### src/rtl/plic_claim_master.sv
// plic_claim_master: per-hart Wishbone initiator that claims, presents and completes PLIC interrupts.
module plic_claim_master #(
    parameter int              AW            = 32,
    parameter int              DW            = 32,
    parameter int              ID_W          = 2,
    parameter logic [AW-1:0]   CLAIM_ADDR    = 32'h0C20_0004,
    parameter logic [AW-1:0]   COMPLETE_ADDR = 32'h0C20_0008,
    parameter int              TIMEOUT       = 64,
    parameter int              REARM_CYCLES  = 2
) (
    input  logic            clk,
    input  logic            rst,
    input  logic            ext_irq_i,
    input  logic            irq_en_i,
    output logic            irq_valid_o,
    output logic [ID_W-1:0] irq_id_o,
    input  logic            irq_done_i,
    output logic            err_o,
    input  logic            err_clr_i,
    output logic [7:0]      spurious_cnt_o,
    output logic            wbm_cyc_o,
    output logic            wbm_stb_o,
    output logic            wbm_we_o,
    output logic [AW-1:0]   wbm_addr_o,
    output logic [DW-1:0]   wbm_wdata_o,
    output logic [DW/8-1:0] wbm_sel_o,
    input  logic [DW-1:0]   wbm_rdata_i,
    input  logic            wbm_ack_i
);
    typedef enum logic [2:0] {S_IDLE, S_CLAIM, S_SERVICE, S_COMPLETE, S_REARM} state_t;

    state_t          r_state;
    state_t          w_next;
    logic [ID_W-1:0] r_id;
    logic [7:0]      r_tmo;
    logic [3:0]      r_rearm;
    logic            r_err;
    logic [7:0]      r_spur;
    logic            w_busy;
    logic            w_expire;
    logic            w_tmo_hit;
    logic            w_spur_inc;
    logic            w_start;
    logic [ID_W-1:0] w_rd_id;
    logic            w_unused_rdata;

    assign w_rd_id        = wbm_rdata_i[ID_W-1:0];
    assign w_unused_rdata = ^wbm_rdata_i[DW-1:ID_W];

    always_comb begin
        w_next     = r_state;
        w_tmo_hit  = 1'b0;
        w_spur_inc = 1'b0;
        w_start    = ext_irq_i && irq_en_i;
        w_busy     = (r_state == S_CLAIM) || (r_state == S_COMPLETE);
        w_expire   = r_tmo == 8'(TIMEOUT - 1);
        case (r_state)
            S_IDLE:     w_next = w_start ? S_CLAIM : S_IDLE;
            S_CLAIM: begin
                if (wbm_ack_i) begin
                    w_next     = (w_rd_id != '0) ? S_SERVICE : S_REARM;
                    w_spur_inc = w_rd_id == '0;
                end else if (w_expire) begin
                    w_next    = S_REARM;
                    w_tmo_hit = 1'b1;
                end
            end
            S_SERVICE:  w_next = irq_done_i ? S_COMPLETE : S_SERVICE;
            S_COMPLETE: begin
                w_next    = (wbm_ack_i || w_expire) ? S_REARM : S_COMPLETE;
                w_tmo_hit = !wbm_ack_i && w_expire;
            end
            // The final rearm cycle doubles as the idle decision so the gap is exactly REARM_CYCLES.
            S_REARM:    w_next = (r_rearm == 4'(REARM_CYCLES - 1)) ? (w_start ? S_CLAIM : S_IDLE) : S_REARM;
            default:    w_next = S_IDLE;
        endcase
    end

    always_ff @(posedge clk or posedge rst) begin
        if (rst) begin
            r_state <= S_IDLE;
            r_id    <= '0;
            r_tmo   <= '0;
            r_rearm <= '0;
            r_err   <= 1'b0;
            r_spur  <= '0;
        end else begin
            r_state <= w_next;
            r_tmo   <= (w_busy && w_next == r_state) ? r_tmo + 8'd1 : 8'd0;
            r_rearm <= (r_state == S_REARM && w_next == S_REARM) ? r_rearm + 4'd1 : 4'd0;
            if (r_state == S_CLAIM && wbm_ack_i)
                r_id <= w_rd_id;
            else if ((r_state == S_COMPLETE && wbm_ack_i) || w_tmo_hit)
                r_id <= '0;
            r_err   <= w_tmo_hit || (r_err && !err_clr_i);
            if (w_spur_inc && r_spur != 8'hFF)
                r_spur <= r_spur + 8'd1;
        end
    end

    assign irq_valid_o    = r_state == S_SERVICE;
    assign irq_id_o       = r_id;
    assign err_o          = r_err;
    assign spurious_cnt_o = r_spur;
    assign wbm_cyc_o      = w_busy;
    assign wbm_stb_o      = w_busy;
    assign wbm_we_o       = r_state == S_COMPLETE;
    assign wbm_addr_o     = (r_state == S_CLAIM) ? CLAIM_ADDR : (r_state == S_COMPLETE) ? COMPLETE_ADDR : '0;
    assign wbm_wdata_o    = (r_state == S_COMPLETE) ? {{(DW-ID_W){1'b0}}, r_id} : '0;
    assign wbm_sel_o      = {(DW/8){w_busy}};
endmodule
### config.mk
export PLATFORM = sky130hd
export DESIGN_NAME = plic_claim_master
export DESIGN_NICKNAME = d
export VERILOG_FILES = /design/src/rtl/plic_claim_master.sv
export SDC_FILE = /design/constraint.sdc
export NUM_CORES = 1
export LEC_CHECK = 0
export ABC_CLOCK_PERIOD_IN_PS = 4200
export CORE_ASPECT_RATIO = 1.5
export CORE_MARGIN = 8
export CORE_UTILIZATION = 38
export CTS_CLUSTER_DIAMETER = 50
export DETAILED_ROUTE_END_ITERATION = 10
export PLACE_DENSITY = 0.84
export REMOVE_ABC_BUFFERS = 1
export SYNTH_ARGS = -nofsm -noshare
export SYNTH_HDL_FRONTEND = slang
export SYNTH_SLANG_ARGS = --single-unit
### constraint.sdc
create_clock -name clk -period 4.2 [get_ports clk]
set_clock_uncertainty 0.1 [all_clocks]
set_input_delay 0.84 -clock clk [delete_from_list [all_inputs] [get_ports clk]]
set_output_delay 0.84 -clock clk [all_outputs]
set_load 0.01 [all_outputs]
==> results of run 1 <==
## flip-flops by register name, indices dropped and copies added (netlist names)
| register | cells |
|---|---|
| err_o | 1 |
| spurious_cnt_o | 8 |
| r_state | 3 |
| r_tmo | 8 |
| r_rearm | 4 |
| irq_id_o | 2 |
## kinds of logic after synthesis
kind of cell               Yosys count  synth area share, %
DFF                                 26                 37.9
other                                1                0.218
muxes                                1                0.656
and+or+nand+nor                     48                 14.1
AOI/OAI and AO/OA                   11                 5.47
xor gates and xnor gates            15                 7.65
buffers and inverters               77                 31.1
adders and majority gates            4                 2.92
## power by group
| part | leakage (nW) | switching (mW) | internal [mW] |
|---|---|---|---|
| Combinational | 0.547 | 0.160 | 0.165 |
| Clock | 0.0216 | 0.0719 | 0.0643 |
| Sequential | 0.349 | 0.0416 | 0.288 |
| Total | 0.918 | 0.273 | 0.517 |
## layout by cell type, fill, tap and decap left out
cell             synthesis  layout
mux2_2                   1       1
o31ai_1                  1       1
xnor2_1                  8       8
a32o_1                   1       1
nand2_1                  7       7
and3_2                   2       2
ha_1                     4       4
dfrtp_1                 26      26
nand2b_1                 1       1
and4bb_4                 1       1
nor4_1                   1       1
a211oi_1                 1       1
a22oi_1                  1       1
o211ai_4                 1       1
clkdlybuf4s50_1          0      34
nand3_1                  7       7
a21oi_1                  1       1
conb_1                   1      57
or2_2                    1       1
or3_1                    2       2
nand4_1                  1       1
o21ai_0                  3       3
inv_1                   11      11
xor2_1                   7       7
nor3b_1                  1       1
clkbuf_8                 0       3
or3_2                    1       1
nor2_1                  15      15
nor3_1                   8       8
a22o_2                   2       2
## synthesized netlist by cell type
| cell type | count |
|---|---|
| buf_4 | 65 |
| dfrtp_1 | 26 |
| nor2_1 | 15 |
| inv_1 | 11 |
| nor3_1 | 8 |
| xnor2_1 | 8 |
| nand2_1 | 7 |
| nand3_1 | 7 |
| xor2_1 | 7 |
| ha_1 | 4 |
| o21ai_0 | 3 |
| a22o_2 | 2 |
| and3_2 | 2 |
| or3_1 | 2 |
| a211oi_1 | 1 |
| a21oi_1 | 1 |
| a22oi_1 | 1 |
| a32o_1 | 1 |
| and4bb_4 | 1 |
| buf_2 | 1 |
| conb_1 | 1 |
| mux2_2 | 1 |
| nand2b_1 | 1 |
| nand4_1 | 1 |
| nor3b_1 | 1 |
| nor4_1 | 1 |
| o211ai_4 | 1 |
| o31ai_1 | 1 |
| or2_2 | 1 |
| or3_2 | 1 |
## stage by stage
step	instances	area (um^2)	hold WS [ns]	setup slack (ns)
final	258	1880	0.364	1.22
after global routing	258	1880	0.384	1.00
after CTS	258	1880	0.368	1.18
after detailed placement	255	1830	0.356	1.49
after global placement	255	1830	0.344	1.54
after floorplan	173	1430	0.333	1.74
## routing by layer
layer	share of wire [%]	vias up
met3	9.8	5
met4	1.9	0
met2	47	61
met5	0	-
li1	-	523
met1	41	523
## cell type report
| cell class | instances | area (um^2) |
|---|---|---|
| well taps | 48 | 60.1 |
| multi-input cells | 136 | 742 |
| fillers | 453 | 2550 |
| repair buffers | 34 | 340 |
| inverters | 11 | 41.3 |
| clock buffers | 3 | 41.3 |
| flip-flops and latches | 26 | 651 |
## worst max-delay path by stage
stage,from,to,slack (ns),cells after the start
after global placement,r_state[2]$_DFF_PP0_,wbm_we_o,1.54,5
final,r_state[2]$_DFF_PP0_,wbm_wdata_o[0],1.22,4
after detailed placement,r_state[2]$_DFF_PP0_,wbm_we_o,1.49,5
after floorplan,r_state[2]$_DFF_PP0_,wbm_wdata_o[0],1.74,3
after global routing,r_state[2]$_DFF_PP0_,wbm_addr_o[3],1.00,5
after CTS,r_state[2]$_DFF_PP0_,wbm_we_o,1.18,5
==> out/qor.csv, run 1 <==
stage,metric,value,unit
run_status,status,"finished, final reports clean",
setup_path,CP Data Arrival Time,2.04,ns
placement,routability cong.,0.822,
clock_network,post-cts sizing count,0,
setup_path,CP cell instances,"nand2b_1, inv_1, and3_2, clkdlybuf4s50_1",
layout,share of layout cells above drive strength 1,5.71,%
clock_network,cts hold-fix bufs,0,
timing,Max Freq,0.335,GHz
drt,Vias,1112,
clock_network,"Reg clk slew, reported paths",0.08,ns
setup_path,crit path max fanout,15,
power_and_ir_drop,Power Total,0.791,mW
floorplan,DIE HEIGHT,98.3,um
timing,Worst-Margin Slew,0.976,ns
grt,first-pass GRT wire length,5400,um
timing,final setup fails,0,
min_path,Hold Path Class,register to register,
setup_path,Slowest cell on crit path,clkdlybuf4s50_1,
drt,Post-route DRC,0,
timing,max-slew violation count,0,
timing,Tmin final,2.98,ns
setup_path,CP Buf/Inv Count,2,
setup_path,Reg-to-Reg End,irq_id_o[0]$_DFFE_PP0P_,
layout,Final #Nets,255,
clock_network,Post CTS Setup Buffer Count,0,
floorplan,core footprint,0.00443,mm^2
logic_synthesis,synthesized flop and latch total,26,
grt,grt ovf,0,
clock_network,clk_lat worst skew,0.27,ns
clock_network,H-tree depth,1,
drt,Total Wirelength,3310,um
job,max cap viols,0,
logic_synthesis,Mapped Cells,183,
grt,GRT Total Usage,9.43,%
logic_synthesis,Synthesis Warnings,0,
clock_network,Clock Sinks,26,
drt,routed vias/inst,4.31,
power_and_ir_drop,Pwr per Cell Area,422,mW/mm^2
grt,GR Util met1,9.73,%
layout,Area Growth Syn to Fin,9.26,%
logic_synthesis,Synth cell types,30,
grt,largest net degree at the start of global routing,27,
floorplan,die width,70.9,um
grt,met2 usage,16.0,%
clock_network,TritonCTS clock tree,done,
placement,number of I/O port buffers,34,
drt,drt wl/cell,12.8,um
grt,GR Util met3,3.49,%
drt,initial DRC count,14,
min_path,Hold Startpoint,r_tmo[0]$_DFF_PP0_,
timing,Final Hold Viols,0,
drt,post-route ant nets,0,
min_path,WHS Endpoint,r_tmo[0]$_DFF_PP0_,
timing,Final period util,71.0,%
grt,initial antenna violation count,0,
power_and_ir_drop,Static Leak,0.918,nW
setup_path,reg2reg path depth,5,
clock_network,CTS root buf,clkbuf_8,
min_path,hold depth,1,
logic_synthesis,Synth Cell Area,0.00172,mm^2
setup_path,cell family with most CP delay,buffers and inverters,
setup_path,R2R Setup Slk,2.31,ns
floorplan,Initial Util,38.8,%
drt,DR pass1 iterations,4,
logic_synthesis,syn avg cell area,9.38,um^2
floorplan,die area,0.00697,mm^2
power_and_ir_drop,peak supply drop,0.271,mV
grt,GRT busiest layer,met2,
setup_path,crit start category,register,
placement,hpwl dp,2720,um
setup_path,crit end category,output port,
layout,diodes inserted,0,
grt,vias in the first global route,1214,
setup_path,CP Class,register to output port,
setup_path,R2R Path Start,r_tmo[0]$_DFF_PP0_,
floorplan,row count,30,
logic_synthesis,"Seq/Total Area, Yosys",37.9,%
floorplan,# IOs,122,
setup_path,largest stage delay on the critical path,0.53,ns
clock_network,CTS Buffer Depth,2,
setup_path,CP required,3.26,ns
logic_synthesis,"top cells by area, synth","dfrtp_1 38%, buf_4 28%, xnor2_1 4.1%",
logic_synthesis,largest area contributor in the netlist,dfrtp_1,
timing,slew margin rel.,34.9,%
logic_synthesis,top-area cell type share of the netlist area,37.9,%
timing,Final TNS setup,0,ns
clock_network,TritonCTS Buffers,3,
layout,Final Util,42.3,%
timing,unrepaired setup endpoints after global routing,no,
Power figures use the tool's default switching activity.
==> run 2, diff against run 1 <==
--- a/config.mk
+++ b/config.mk
@@ -5,13 +5,13 @@
 export SDC_FILE = /design/constraint.sdc
 export NUM_CORES = 1
 export LEC_CHECK = 0
-export ABC_CLOCK_PERIOD_IN_PS = 4200
+export ABC_CLOCK_PERIOD_IN_PS = 2890
 export CORE_ASPECT_RATIO = 1.5
 export CORE_MARGIN = 8
-export CORE_UTILIZATION = 38
+export CORE_UTILIZATION = 35
 export CTS_CLUSTER_DIAMETER = 50
 export DETAILED_ROUTE_END_ITERATION = 10
-export PLACE_DENSITY = 0.84
+export PLACE_DENSITY = 0.78
 export REMOVE_ABC_BUFFERS = 1
 export SYNTH_ARGS = -nofsm -noshare
 export SYNTH_HDL_FRONTEND = slang
==> constraint.sdc (replaced) <==
create_clock -name clk -period 2.89 [get_ports clk]
set_clock_uncertainty 0.1 [all_clocks]
set_input_delay 0.578 -clock clk [delete_from_list [all_inputs] [get_ports clk]]
set_output_delay 0.578 -clock clk [all_outputs]
set_load 0.01 [all_outputs]
==> run 2 against run 1 <==
  * Global-route usage shrank 0.57 points
  * First-iteration DRC count up 21%
  * Register-to-register slack got worse by 1.3 ns
  * Utilization decreased by 2.1 points
  * Worst hold slack improved by 0.011 ns
  * Count of clock-buffer cells in the layout rose by 1
  * Critical path type unchanged
==> out/qor.csv, run 2 (synthesis results as in run 1) <==
stage,metric,value,unit
min_path,Hold Path Class,register to register,
timing,Final Hold Viols,0,
drt,Post-route DRC,0,
drt,drt wl/cell,12.1,um
setup_path,largest stage delay on the critical path,0.53,ns
setup_path,CP Class,register to output port,
power_and_ir_drop,sequential power share,40.5,%
clock_network,Clock Sinks,26,
floorplan,row count,31,
clock_network,"Reg clk slew, reported paths",0.09,ns
clock_network,clk_lat worst skew,0.27,ns
layout,diodes inserted,0,
timing,Max Freq,0.370,GHz
setup_path,CP cell instances,"nand2b_1, inv_1, nand2_1, inv_1, clkdlybuf4s50_1",
timing,slew margin rel.,60.6,%
setup_path,crit start category,register,
floorplan,# IOs,122,
grt,initial antenna violation count,0,
drt,routed vias/inst,4.05,
timing,Final period util,93.5,%
placement,placement-stage cell area,0.00186,mm^2
floorplan,core footprint,0.00477,mm^2
drt,post-route ant nets,0,
placement,number of I/O port buffers,34,
clock_network,CTS Buffer Depth,2,
timing,final setup fails,0,
power_and_ir_drop,Pwr per Cell Area,620,mW/mm^2
layout,"commonest non-fill, non-tap cell in the layout",conb_1,
clock_network,CTS root buf,clkbuf_8,
power_and_ir_drop,Pint,0.782,mW
placement,routability cong.,0.725,
power_and_ir_drop,Static Leak,0.930,nW
drt,Vias,1127,
drt,initial DRC count,17,
floorplan,Initial Util,36.0,%
timing,Final TNS setup,0,ns
floorplan,die area,0.00745,mm^2
layout,"Design Area, Final",0.00192,mm^2
layout,Final #Nets,256,
layout,Area Growth Syn to Fin,11.8,%
drt,Total Wirelength,3360,um
clock_network,post-cts sizing count,0,
setup_path,crit path max fanout,15,
clock_network,H-tree depth,1,
grt,largest net degree at the start of global routing,27,
layout,most frequent cells in the layout,"57 x conb_1, 34 x clkdlybuf4s50_1, 26 x dfrtp_1",
timing,Worst-Margin Slew,0.585,ns
layout,Final Util,40.2,%
timing,max-slew violation count,0,
clock_network,cts hold-fix bufs,0,
job,max cap viols,0,
clock_network,TritonCTS Buffers,3,
grt,vias in the first global route,1185,
power_and_ir_drop,Sw Pwr,0.408,mW
timing,Tmin final,2.70,ns
run_status,status,"finished, final reports clean",
timing,unrepaired setup endpoints after global routing,no,
setup_path,CP required,2.21,ns
setup_path,Slowest cell on crit path,clkdlybuf4s50_1,
setup_path,CP Data Arrival Time,2.02,ns
floorplan,die width,73.2,um
layout,Fillers,484,
power_and_ir_drop,switching share of power,34.3,%
grt,first-pass GRT wire length,5250,um
floorplan,DIE HEIGHT,102,um
setup_path,most frequent CP cell,inv_1,
setup_path,crit end category,output port,
placement,hpwl dp,2730,um
grt,grt ovf,0,
drt,DR pass1 iterations,3,
grt,GRT Total Usage,8.86,%
power_and_ir_drop,clock power share,19.5,%
layout,share of layout cells above drive strength 1,6.60,%
power_and_ir_drop,peak supply drop,0.421,mV
clock_network,TritonCTS clock tree,done,
clock_network,Post CTS Setup Buffer Count,0,
power_and_ir_drop,logic gate share of total power,39.9,%
[run 2: cell types whose count changed in the layout (fill, tap and decap cells not counted)]
cell	previous run	this run
buf_4	0	1
clkbuf_8	3	4
[run 2: power by group through the flow]
stage	Sequential (mW)	Combinational [mW]	Clock (mW)
global route	0.493	0.523	0.253
CTS	0.483	0.484	0.241
detailed placement	0.490	0.481	0
finish	0.482	0.475	0.232
global placement	0.486	0.470	0
floorplan	0.487	0.217	0
[run 2: layout make-up]
| type | count | area, um^2 | area share (%) |
|---|---|---|---|
| clock buffer | 4 | 55.1 | 2.87 |
| tap | 66 | 82.6 | 4.30 |
| multi-input combinational | 136 | 742 | 38.7 |
| sequential | 26 | 651 | 33.9 |
| inverter | 11 | 41.3 | 2.15 |
| timing repair buffer | 35 | 348 | 18.1 |
[run 2: per-layer routing]
layer  global-route usage, %  part of all wire [%]  vias up
li1                        -                     -      524
met1                    9.78                    39      533
met2                    14.9                    48       65
met3                    2.78                    12        5
met4                    4.18                   1.7        0
met5                       0                     0        -
[run 2: path summary, 6_finish.rpt]
check,from,endpoint,slack [ns],depth (start not counted)
min in group asynchronous,rst,irq_id_o[0]$_DFFE_PP0P_,0.56,3
min reg2reg,r_tmo[0]$_DFF_PP0_,r_tmo[0]$_DFF_PP0_,0.37,1
min,r_tmo[0]$_DFF_PP0_,r_tmo[0]$_DFF_PP0_,0.37,1
max in group asynchronous,rst,r_tmo[4]$_DFF_PP0_,1.89,3
max reg2reg,r_tmo[0]$_DFF_PP0_,irq_id_o[0]$_DFFE_PP0P_,1.00,5
max,r_state[2]$_DFF_PP0_,wbm_we_o,0.19,5
[run 2: critical path: cells and delay by family (launching register included)]
family / cells / cell delay [ns]
buffers and inverters: 3 / 0.96
DFF: 1 / 0.41
and+or+nand+nor: 2 / 0.39
[run 2: metrics by stage]
step / power, mW / instances / hold slack [ns] / worst slack (ns)
floorplan: 0.703 / 173 / 0.333 / 0.690
detailed placement: 0.971 / 274 / 0.364 / 0.460
global placement: 0.956 / 274 / 0.347 / 0.477
CTS: 1.21 / 278 / 0.376 / 0.150
global route: 1.27 / 278 / 0.415 / 0.0167
finish: 1.19 / 278 / 0.375 / 0.189
==> run 3, diff against run 2 <==
--- a/config.mk
+++ b/config.mk
@@ -5,7 +5,7 @@
 export SDC_FILE = /design/constraint.sdc
 export NUM_CORES = 1
 export LEC_CHECK = 0
-export ABC_CLOCK_PERIOD_IN_PS = 2890
+export ABC_CLOCK_PERIOD_IN_PS = 2730
 export CORE_ASPECT_RATIO = 1.5
 export CORE_MARGIN = 8
 export CORE_UTILIZATION = 35
==> constraint.sdc (replaced) <==
create_clock -name clk -period 2.73 [get_ports clk]
set_clock_uncertainty 0.1 [all_clocks]
set_input_delay 0.546 -clock clk [delete_from_list [all_inputs] [get_ports clk]]
set_output_delay 0.546 -clock clk [all_outputs]
set_load 0.01 [all_outputs]
==> run 3 against run 2 <==
  * First-iteration DRC count increased by 94%
  * Sequential share of layout area down 0.20 points
  * Worst setup slack better by 0.0046 ns
  * Count of clock-buffer cells in the layout did not move
  * Sequential power is 5.4% higher
  * Cell area is 0.59% higher
  * Routed wire length grew 0.86%
  * Non-clock buffer count up 1
  * Total power increased by 6.9%
  * Register-to-register slack worse by 0.12 ns
  * Critical path type unchanged
==> out/qor.csv, run 3 (synthesis results as in run 1) <==
stage,metric,value,unit
timing,Hold Slack,0.368,ns
drt,drt wl/cell,12.2,um
setup_path,CP required,2.08,ns
min_path,hold depth,1,
layout,fin cells,279,
layout,register area,651,um^2
floorplan,Initial Util,36.0,%
clock_network,clk_lat worst skew,0.27,ns
clock_network,Post CTS Setup Buffer Count,0,
timing,max-slew violation count,0,
grt,vias in the first global route,1223,
setup_path,CP Data Arrival Time,1.89,ns
setup_path,CP Class,register to output port,
layout,diodes inserted,0,
floorplan,row count,31,
drt,Post-route DRC,0,
clock_network,TritonCTS clock tree,done,
timing,Tmin final,2.54,ns
timing,Max Freq,0.394,GHz
layout,Fillers,488,
timing,final setup fails,0,
placement,hpwl dp,2740,um
layout,Area Growth Syn to Fin,12.5,%
floorplan,die width,73.2,um
placement,routability cong.,0.721,
drt,routed vias/inst,4.06,
clock_network,CTS root buf,clkbuf_8,
timing,Worst-Margin Slew,0.536,ns
timing,Final TNS setup,0,ns
min_path,Hold Startpoint,r_tmo[0]$_DFF_PP0_,
layout,Final #Nets,257,
grt,GRT Total Usage,8.77,%
layout,share of layout cells above drive strength 1,7.51,%
clock_network,Clock Sinks,26,
min_path,WHS Endpoint,r_tmo[0]$_DFF_PP0_,
timing,Final period util,92.9,%
min_path,Hold Path Class,register to register,
setup_path,crit start category,register,
job,max cap viols,0,
drt,DR pass1 iterations,4,
setup_path,crit path max fanout,15,
layout,most frequent cells in the layout,"57 x conb_1, 34 x clkdlybuf4s50_1, 26 x dfrtp_1",
placement,placed cell count,275,
setup_path,Reg-to-Reg End,irq_id_o[0]$_DFFE_PP0P_,
timing,unrepaired setup endpoints after global routing,no,
clock_network,cts hold-fix bufs,0,
layout,multi-input logic area,742,um^2
drt,post-route ant nets,0,
setup_path,reg2reg path depth,5,
timing,slew margin rel.,63.9,%
floorplan,die area,0.00745,mm^2
timing,Final Hold Viols,0,
setup_path,R2R Path Start,r_tmo[0]$_DFF_PP0_,
drt,Total Wirelength,3390,um
grt,first-pass GRT wire length,5200,um
power_and_ir_drop,Static Leak,0.926,nW
floorplan,DIE HEIGHT,102,um
clock_network,"Reg clk slew, reported paths",0.09,ns
run_status,status,"finished, final reports clean",
drt,Vias,1134,
setup_path,R2R Setup Slk,0.88,ns
setup_path,crit end category,output port,
drt,initial DRC count,33,
placement,number of I/O port buffers,34,
grt,grt ovf,0,
power_and_ir_drop,Pwr per Cell Area,659,mW/mm^2
clock_network,TritonCTS Buffers,3,
grt,largest net degree at the start of global routing,27,
grt,initial antenna violation count,0,
floorplan,# IOs,122,
floorplan,core footprint,0.00477,mm^2
clock_network,H-tree depth,1,
clock_network,CTS Buffer Depth,2,
power_and_ir_drop,peak supply drop,0.313,mV
layout,"commonest non-fill, non-tap cell in the layout",conb_1,
## run 3: repair_timing
action                     CTS  global route
setup endpoints to repair    0             1
hold endpoints to repair     0             0
gates resized for setup      0             1
## run 3: worst max-delay path: stages (launching register included)
cell and delay, ns:
dfrtp_1 0.43, nand2b_1 0.16, clkinvlp_4 0.26, and3_2 0.29
clkdlybuf4s50_1 0.47
## run 3: worst max-delay path by stage
stage | from | end | slack, ns | cells after the start
after floorplan | r_state[2]$_DFF_PP0_ | wbm_wdata_o[0] | 0.56 | 3
after global placement | r_state[2]$_DFF_PP0_ | wbm_we_o | 0.44 | 5
after global routing | r_state[0]$_DFF_PP0_ | wbm_wdata_o[0] | 0.10 | 4
after detailed placement | r_state[2]$_DFF_PP0_ | wbm_we_o | 0.41 | 5
final | r_state[0]$_DFF_PP0_ | wbm_wdata_o[0] | 0.19 | 4
after CTS | r_state[2]$_DFF_PP0_ | wbm_we_o | 0.09 | 5
## run 3: layout make-up
cell class                      count  share of cell area, %
Tap cell                           66                   4.28
Inverter                           11                   2.33
Sequential cell                    26                   33.7
Clock buffer                        4                   2.85
Multi-Input combinational cell    136                   38.4
Timing Repair Buffer               36                   18.4
## run 3: power breakdown
group / leakage (nW) / internal [mW] / total, mW / switching, mW
logic: 0.549 / 0.265 / 0.518 / 0.253
clock network: 0.0288 / 0.129 / 0.246 / 0.117
registers: 0.349 / 0.443 / 0.508 / 0.0654
total: 0.926 / 0.837 / 1.27 / 0.435
## run 3: layer usage
metal	GRT usage, %	wire [um]	vias to the layer above
met5	0	0	-
met4	4.64	61	0
met3	2.97	406	5
met2	15.1	1630	67
met1	9.11	1290	535
li1	-	-	527
## run 3: per-stage QoR
stage | util [%] | setup WS [ns] | instance area, um^2 | power [mW]
after floorplan | - | 0.562 | 1430 | 0.745
after global placement | 39.2 | 0.437 | 1870 | 1.02
after detailed placement | 39.2 | 0.410 | 1870 | 1.03
after CTS | 40.4 | 0.0863 | 1930 | 1.29
after global routing | 40.5 | 0.104 | 1930 | 1.36
final | 40.5 | 0.193 | 1930 | 1.27
